[config.mk]
export PLATFORM = sky130hd
export DESIGN_NAME = instr_fetch
export DESIGN_NICKNAME = d
export VERILOG_FILES = /design/src/rtl/instr_fetch.sv
export SDC_FILE = /design/constraint.sdc
export NUM_CORES = 1
export LEC_CHECK = 0
export ABC_AREA = 0
export CELL_PAD_IN_SITES_DETAIL_PLACEMENT = 1
export CELL_PAD_IN_SITES_GLOBAL_PLACEMENT = 1
export CORE_ASPECT_RATIO = 1.2
export CORE_MARGIN = 2
export CORE_UTILIZATION = 46
export DETAILED_ROUTE_END_ITERATION = 10
export PLACE_DENSITY_LB_ADDON = 0.1
export SLEW_MARGIN = 0
export SYNTH_ARGS = -nofsm -noshare
export SYNTH_HDL_FRONTEND = slang
export SYNTH_SLANG_ARGS = --single-unit
[constraint.sdc]
create_clock -name clk -period 2.9 [get_ports clk]
set_input_delay 0.29 -clock clk [delete_from_list [all_inputs] [get_ports clk]]
set_output_delay 0.29 -clock clk [all_outputs]
set_load 0.1 [all_outputs]
[src/rtl/instr_fetch.sv]
// Instruction fetch stage: issues word-addressed memory reads, keeps returned words in an
// in-order prefetch queue, and hands them to the decoder; a redirect flushes and restarts fetch.
module instr_fetch #(
   parameter int unsigned DEPTH      = 4,
   parameter logic [31:0] RESET_ADDR = 32'd1
) (
   input  logic        clk,
   input  logic        reset,
   output logic        mem_req_valid,
   input  logic        mem_req_ready,
   output logic [31:0] mem_req_addr,
   input  logic        mem_rsp_valid,
   input  logic [31:0] mem_rsp_data,
   input  logic        redirect_valid,
   input  logic [31:0] redirect_addr,
   output logic        instr_valid,
   input  logic        instr_ready,
   output logic [31:0] instruction,
   output logic [31:0] instr_pointer
);

   localparam int PW = (DEPTH > 1) ? $clog2(DEPTH) : 1;
   localparam int CW = $clog2(DEPTH + 1);
   localparam int SW = CW + PW + 1;
   localparam logic [PW:0]   DEPTH_C  = (PW+1)'(DEPTH);
   localparam logic [CW-1:0] DROP_MAX = '1;

   logic [31:0]    fp_q, fp_d;
   logic [PW-1:0]  alloc_q, alloc_d;
   logic [PW-1:0]  fill_q, fill_d;
   logic [PW-1:0]  head_q, head_d;
   logic [PW:0]    occ_q, occ_d;
   logic [PW:0]    pend_q, pend_d;
   logic [CW-1:0]  drop_q, drop_d;
   logic [DEPTH-1:0] filled_q, filled_d;
   logic [31:0]    addr_q [DEPTH];
   logic [31:0]    data_q [DEPTH];

   logic req_hs;
   logic pop;
   logic rsp_drop;
   logic rsp_fill;

   // Responses still owed by memory after a flush: the old discard backlog plus every
   // allocated-but-unfilled slot, less one if a response lands in the redirect cycle itself.
   function automatic logic [CW-1:0] drop_after_redirect(input logic [CW-1:0] drop,
                                                         input logic [PW:0]   pend,
                                                         input logic          rsp);
      logic [SW-1:0] sum;
      sum = SW'(drop) + SW'(pend);
      if (rsp && (sum != '0)) sum = sum - SW'(1);
      if (sum > SW'(DROP_MAX)) return DROP_MAX;
      return sum[CW-1:0];
   endfunction

   assign mem_req_valid = !reset && !redirect_valid && (occ_q != DEPTH_C);
   assign mem_req_addr  = fp_q;
   assign req_hs        = mem_req_valid && mem_req_ready;

   assign instr_valid   = filled_q[head_q];
   assign instruction   = instr_valid ? data_q[head_q] : '0;
   assign instr_pointer = instr_valid ? addr_q[head_q] : '0;
   assign pop           = instr_valid && instr_ready;

   assign rsp_drop = mem_rsp_valid && (drop_q != '0);
   assign rsp_fill = mem_rsp_valid && (drop_q == '0) && (pend_q != '0);

   always_comb begin
      fp_d     = fp_q;
      alloc_d  = alloc_q;
      fill_d   = fill_q;
      head_d   = head_q;
      occ_d    = occ_q;
      pend_d   = pend_q;
      drop_d   = drop_q;
      filled_d = filled_q;
      if (redirect_valid) begin
         fp_d     = redirect_addr;
         alloc_d  = '0;
         fill_d   = '0;
         head_d   = '0;
         occ_d    = '0;
         pend_d   = '0;
         filled_d = '0;
         drop_d   = drop_after_redirect(drop_q, pend_q, mem_rsp_valid);
      end else begin
         if (req_hs) begin
            alloc_d = alloc_q + PW'(1);
            fp_d    = fp_q + 32'd1;
         end
         if (rsp_drop) begin
            drop_d = drop_q - CW'(1);
         end
         if (rsp_fill) begin
            filled_d[fill_q] = 1'b1;
            fill_d           = fill_q + PW'(1);
         end
         if (pop) begin
            filled_d[head_q] = 1'b0;
            head_d           = head_q + PW'(1);
         end
         occ_d  = occ_q + (PW+1)'(req_hs) - (PW+1)'(pop);
         pend_d = pend_q + (PW+1)'(req_hs) - (PW+1)'(rsp_fill);
      end
   end

   always_ff @(posedge clk) begin
      if (reset) begin
         fp_q     <= RESET_ADDR;
         alloc_q  <= '0;
         fill_q   <= '0;
         head_q   <= '0;
         occ_q    <= '0;
         pend_q   <= '0;
         drop_q   <= '0;
         filled_q <= '0;
      end else begin
         fp_q     <= fp_d;
         alloc_q  <= alloc_d;
         fill_q   <= fill_d;
         head_q   <= head_d;
         occ_q    <= occ_d;
         pend_q   <= pend_d;
         drop_q   <= drop_d;
         filled_q <= filled_d;
      end
   end

   // Slot payload carries no reset; the filled flags alone decide what is visible.
   always_ff @(posedge clk) begin
      if (req_hs) begin
         addr_q[alloc_q] <= fp_q;
      end
      if (rsp_fill && !redirect_valid) begin
         data_q[fill_q] <= mem_rsp_data;
      end
   end

endmodule

==> impl_metrics.toml <==
[global_routing]
grt_pass1_vias = 8599
grtUsageTotal = 0.218
grt_pass1_wl_um = 48900
grt_max_degree = 66
antenna_found_initial = 0
overflow = 0

[final_layout]
fill_cells = 2531
stdcell_count = 1401
area_growth_pct = 30.8
layout-drive-gt1-share = 0.257
layout.nets = 1094

[synth]
syn_inst = 795
synthFlopType = "edfxtp_1"
syn-num-nets = 892
ys_seq_area_frac = 0.679
synth_cell_types = 53
synth_async_sr_flop_share = 0
avgSynthCellArea_sq_um = 16.2
syn_area_sq_mm = 0.0129
synth_edf_count = 256
ys_ff_latch = 309
ys_warn_count = 0

[pwr]
p_clk_frac = 0.405
p_leak_nw = 5.63
comb_power_share = 0.083
power_mw = 9.67
vdd_drop_max_mv = 0.565
p_per_area_mw_per_mm2 = 574
seq_power_share = 0.513
swShare = 0.232
power.switching_mw = 2.25
intPower_mw = 7.42

[sta]
hold_viol_final = 0
fin_crit_ns = 2.78
worstMarginPinSlew_ns = 0.648
period_share = 0.959
tns_ns = 0
slew_headroom = 0.568
finalWorstSetupSlack_ns = 0.118
rsz0062_at_grt = "false"
skew_ns = 0.0199
max_freq_mhz = 359
finalMaxSlewViolations = 0
setup_violations = 0

[clocking]
cts.sink_count = 309
clk_path_buf_depth = 3
clockRootBuffer = "clkbuf_16"
clk-insertion-delay-late_ns = 0.51
htree_levels = 2
cts_tree = "built"
holdBufCountCts = 0
cts_buffers = 34
clkTransAtPathRegs_ns = 0.06

[setup_path]
crit_path_start_kind = "flop"
arrival_ns = 3.19
r2r_cells = 9
crit_chain = "ha_1 > fa_2 > inv_2 > ha_2 > or4b_2 > o211ai_1 > nor2_1 > xor2_1 > a221oi_1"
critPathBufInv = 1
path_max_fanout = 4
max_stage_delay_ns = 0.58
crit_cells = 9
crit_type = "flop to flop"
worstSetupEndpointType = "flop"
slowest_stage = "or4b_2"
required_ns = 3.31
crit_family = "adder cells"

[floorplanning]
dieArea_sq_mm = 0.0294
fp.dieW_um = 157
num_rows = 67
num_io_pins = 168
core-area_sq_mm = 0.0277
die_y_um = 187
start_util = 0.464

[detailed_routing]
top_layer_used = "met4"
drc = 0
drt-met1-wl_um = 12600
wl_per_cell_um = 22.2
dr_wl_met3_um = 1460
wl_met2_um = 16400
dr.pass1.iters = 4
viasPerCell = 5.50
routed_wl_um = 31100
drt_iter0_drc = 344
num_vias = 7703
antenna_left = 0

[place]
place_ws_ns = 0.117
routabilityCongestion = 0.834
dp_cells = 1339
port-buffer-count = 167
dpl.hpwl_um = 21100

[hold_path]
hold_path_depth = 3
hold_class = "primary input to flop"

[run]
maxCapViolCount = 0

[status]
outcome = "complete, no violations"
-- cell families (layout without fill, tap and decap cells) --
family                     count (synthesis)  count (layout)  share of synthesized area
adders and majority gates                 27              27                     0.0280
AOI/OAI and AO/OA                         75              75                     0.0375
other                                      0               1                          0
DFF                                      309             309                      0.679
muxes                                     77              77                      0.123
xor gates and xnor gates                  26              26                     0.0177
buffers and inverters                     65             291                     0.0209
and+or+nand+nor                          216             216                     0.0945
-- layer usage --
metal	GRT usage	up-vias
met5	0	-
met4	0.0589	0
met3	0.0368	46
met2	0.388	211
met1	0.275	3965
li1	-	3481
-- cell type report --
cell class,count,area [sq um],share of cell area
antenna,1,2.50,0.000148
clock buffer,49,948,0.0563
clock inverter,11,55.1,0.00327
inverter,26,97.6,0.00579
multi-input combinational,421,3880,0.230
sequential,309,8760,0.519
tap,379,474,0.0281
timing repair buffer,205,2640,0.157
-- registers in the layout, summed over array words and instances, names as in the netlist, named ones only --
register,count
fill_q,2
alloc_q,2
filled_q,4
mem_req_addr,32
addr_q,128
drop_q,3
data_q,128
head_q,2
pend_q,3
occ_q,3
-- synth_stat cells (2+ instances only) --
| cell type | count | share of area |
|---|---|---|
| nand2_1 | 31 | 0.0090 |
| nand3_1 | 12 | 0.0047 |
| a311oi_1 | 2 | 0.0014 |
| buf_6 | 2 | 0.0017 |
| nand4b_1 | 2 | 0.0014 |
| xor2_1 | 12 | 0.0082 |
| and3_1 | 10 | 0.0049 |
| a211oi_1 | 17 | 0.0099 |
| inv_1 | 25 | 0.0073 |
| a21oi_1 | 28 | 0.011 |
| nor2_1 | 35 | 0.010 |
| and2_1 | 11 | 0.0053 |
| fa_1 | 3 | 0.0047 |
| o311ai_0 | 2 | 0.0014 |
| or3_1 | 4 | 0.0019 |
| a31oi_1 | 3 | 0.0015 |
| xnor2_1 | 14 | 0.0095 |
| mux2_2 | 6 | 0.0052 |
| o211ai_1 | 3 | 0.0017 |
| and4_1 | 4 | 0.0027 |
| ha_1 | 24 | 0.023 |
| nor3b_1 | 2 | 0.0012 |
| a221oi_1 | 2 | 0.0014 |
| dfxtp_1 | 53 | 0.082 |
| nor2b_1 | 66 | 0.032 |
| nand4_1 | 18 | 0.0087 |
| o22ai_1 | 5 | 0.0024 |
| mux4_2 | 64 | 0.11 |
| o21ai_0 | 6 | 0.0023 |
| buf_2 | 8 | 0.0031 |
| nor4_1 | 6 | 0.0029 |
| nor3_1 | 6 | 0.0023 |
| mux2i_1 | 7 | 0.0054 |
| clkbuf_1 | 28 | 0.0082 |
| edfxtp_1 | 256 | 0.60 |
-- final timing paths --
check / startpoint / endpoint / slack (ns)
worst max-delay path: pend_q[0]$_SDFF_PP0_ / drop_q[2]$_SDFFE_PP0P_ / 0.12
worst min-delay path: redirect_addr[12] / mem_req_addr[12]$_SDFFE_PP0P_ / 0.33
worst max register to register: pend_q[0]$_SDFF_PP0_ / drop_q[2]$_SDFFE_PP0P_ / 0.12
worst min register to register: filled_q[1]$_SDFF_PP0_ / filled_q[1]$_SDFF_PP0_ / 0.55
-- what timing repair did --
action / CTS / global route
buffers inserted: 0 / 1
resized for setup: 1 / 3
endpoints found under the setup margin: 8 / 2
pin swaps: 0 / 1
-- worst reg2reg max path, cell delays in order (launching register included) --
cell      delay, ns
dfxtp_1        0.39
ha_1           0.22
fa_2           0.49
inv_2          0.09
ha_2           0.19
or4b_2         0.58
o211ai_1       0.22
nor2_1         0.12
xor2_1         0.16
a221oi_1       0.24
-- placed cells by master, fill, tap and decap left out, types with 12 or more instances in the layout --
cell type,instances
nand2_1,31
a21oi_1,28
nand4_1,18
dfxtp_1,51
xor2_1,12
buf_12,74
mux4_2,64
clkbuf_1,12
ha_1,23
nor2b_1,66
a211oi_1,17
clkdlybuf4s50_1,69
nand3_1,12
xnor2_1,14
inv_1,24
buf_4,61
edfxtp_1,256
clkbuf_16,35
nor2_1,35
-- power by group through the flow --
stage	combinational, mW	clock [mW]	sequential, mW
floorplan	0.278	0	5.24
global placement	0.752	0	5.04
detailed placement	0.793	0	5.05
CTS	0.797	4.01	4.96
global route	0.851	4.17	4.97
finish	0.798	3.91	4.96
-- metrics by stage --
stage / util / hold WS, ns / instance area [sq um]
6_report: 0.608 / 0.333 / 16900
5_1_grt: 0.607 / 0.345 / 16900
4_1_cts: 0.607 / 0.318 / 16800
3_5_place_dp: 0.571 / 0.545 / 15800
3_3_place_gp: 0.571 / 0.525 / 15800
2_1_floorplan: - / 0.389 / 12900
(Power assumes the default switching activity.)
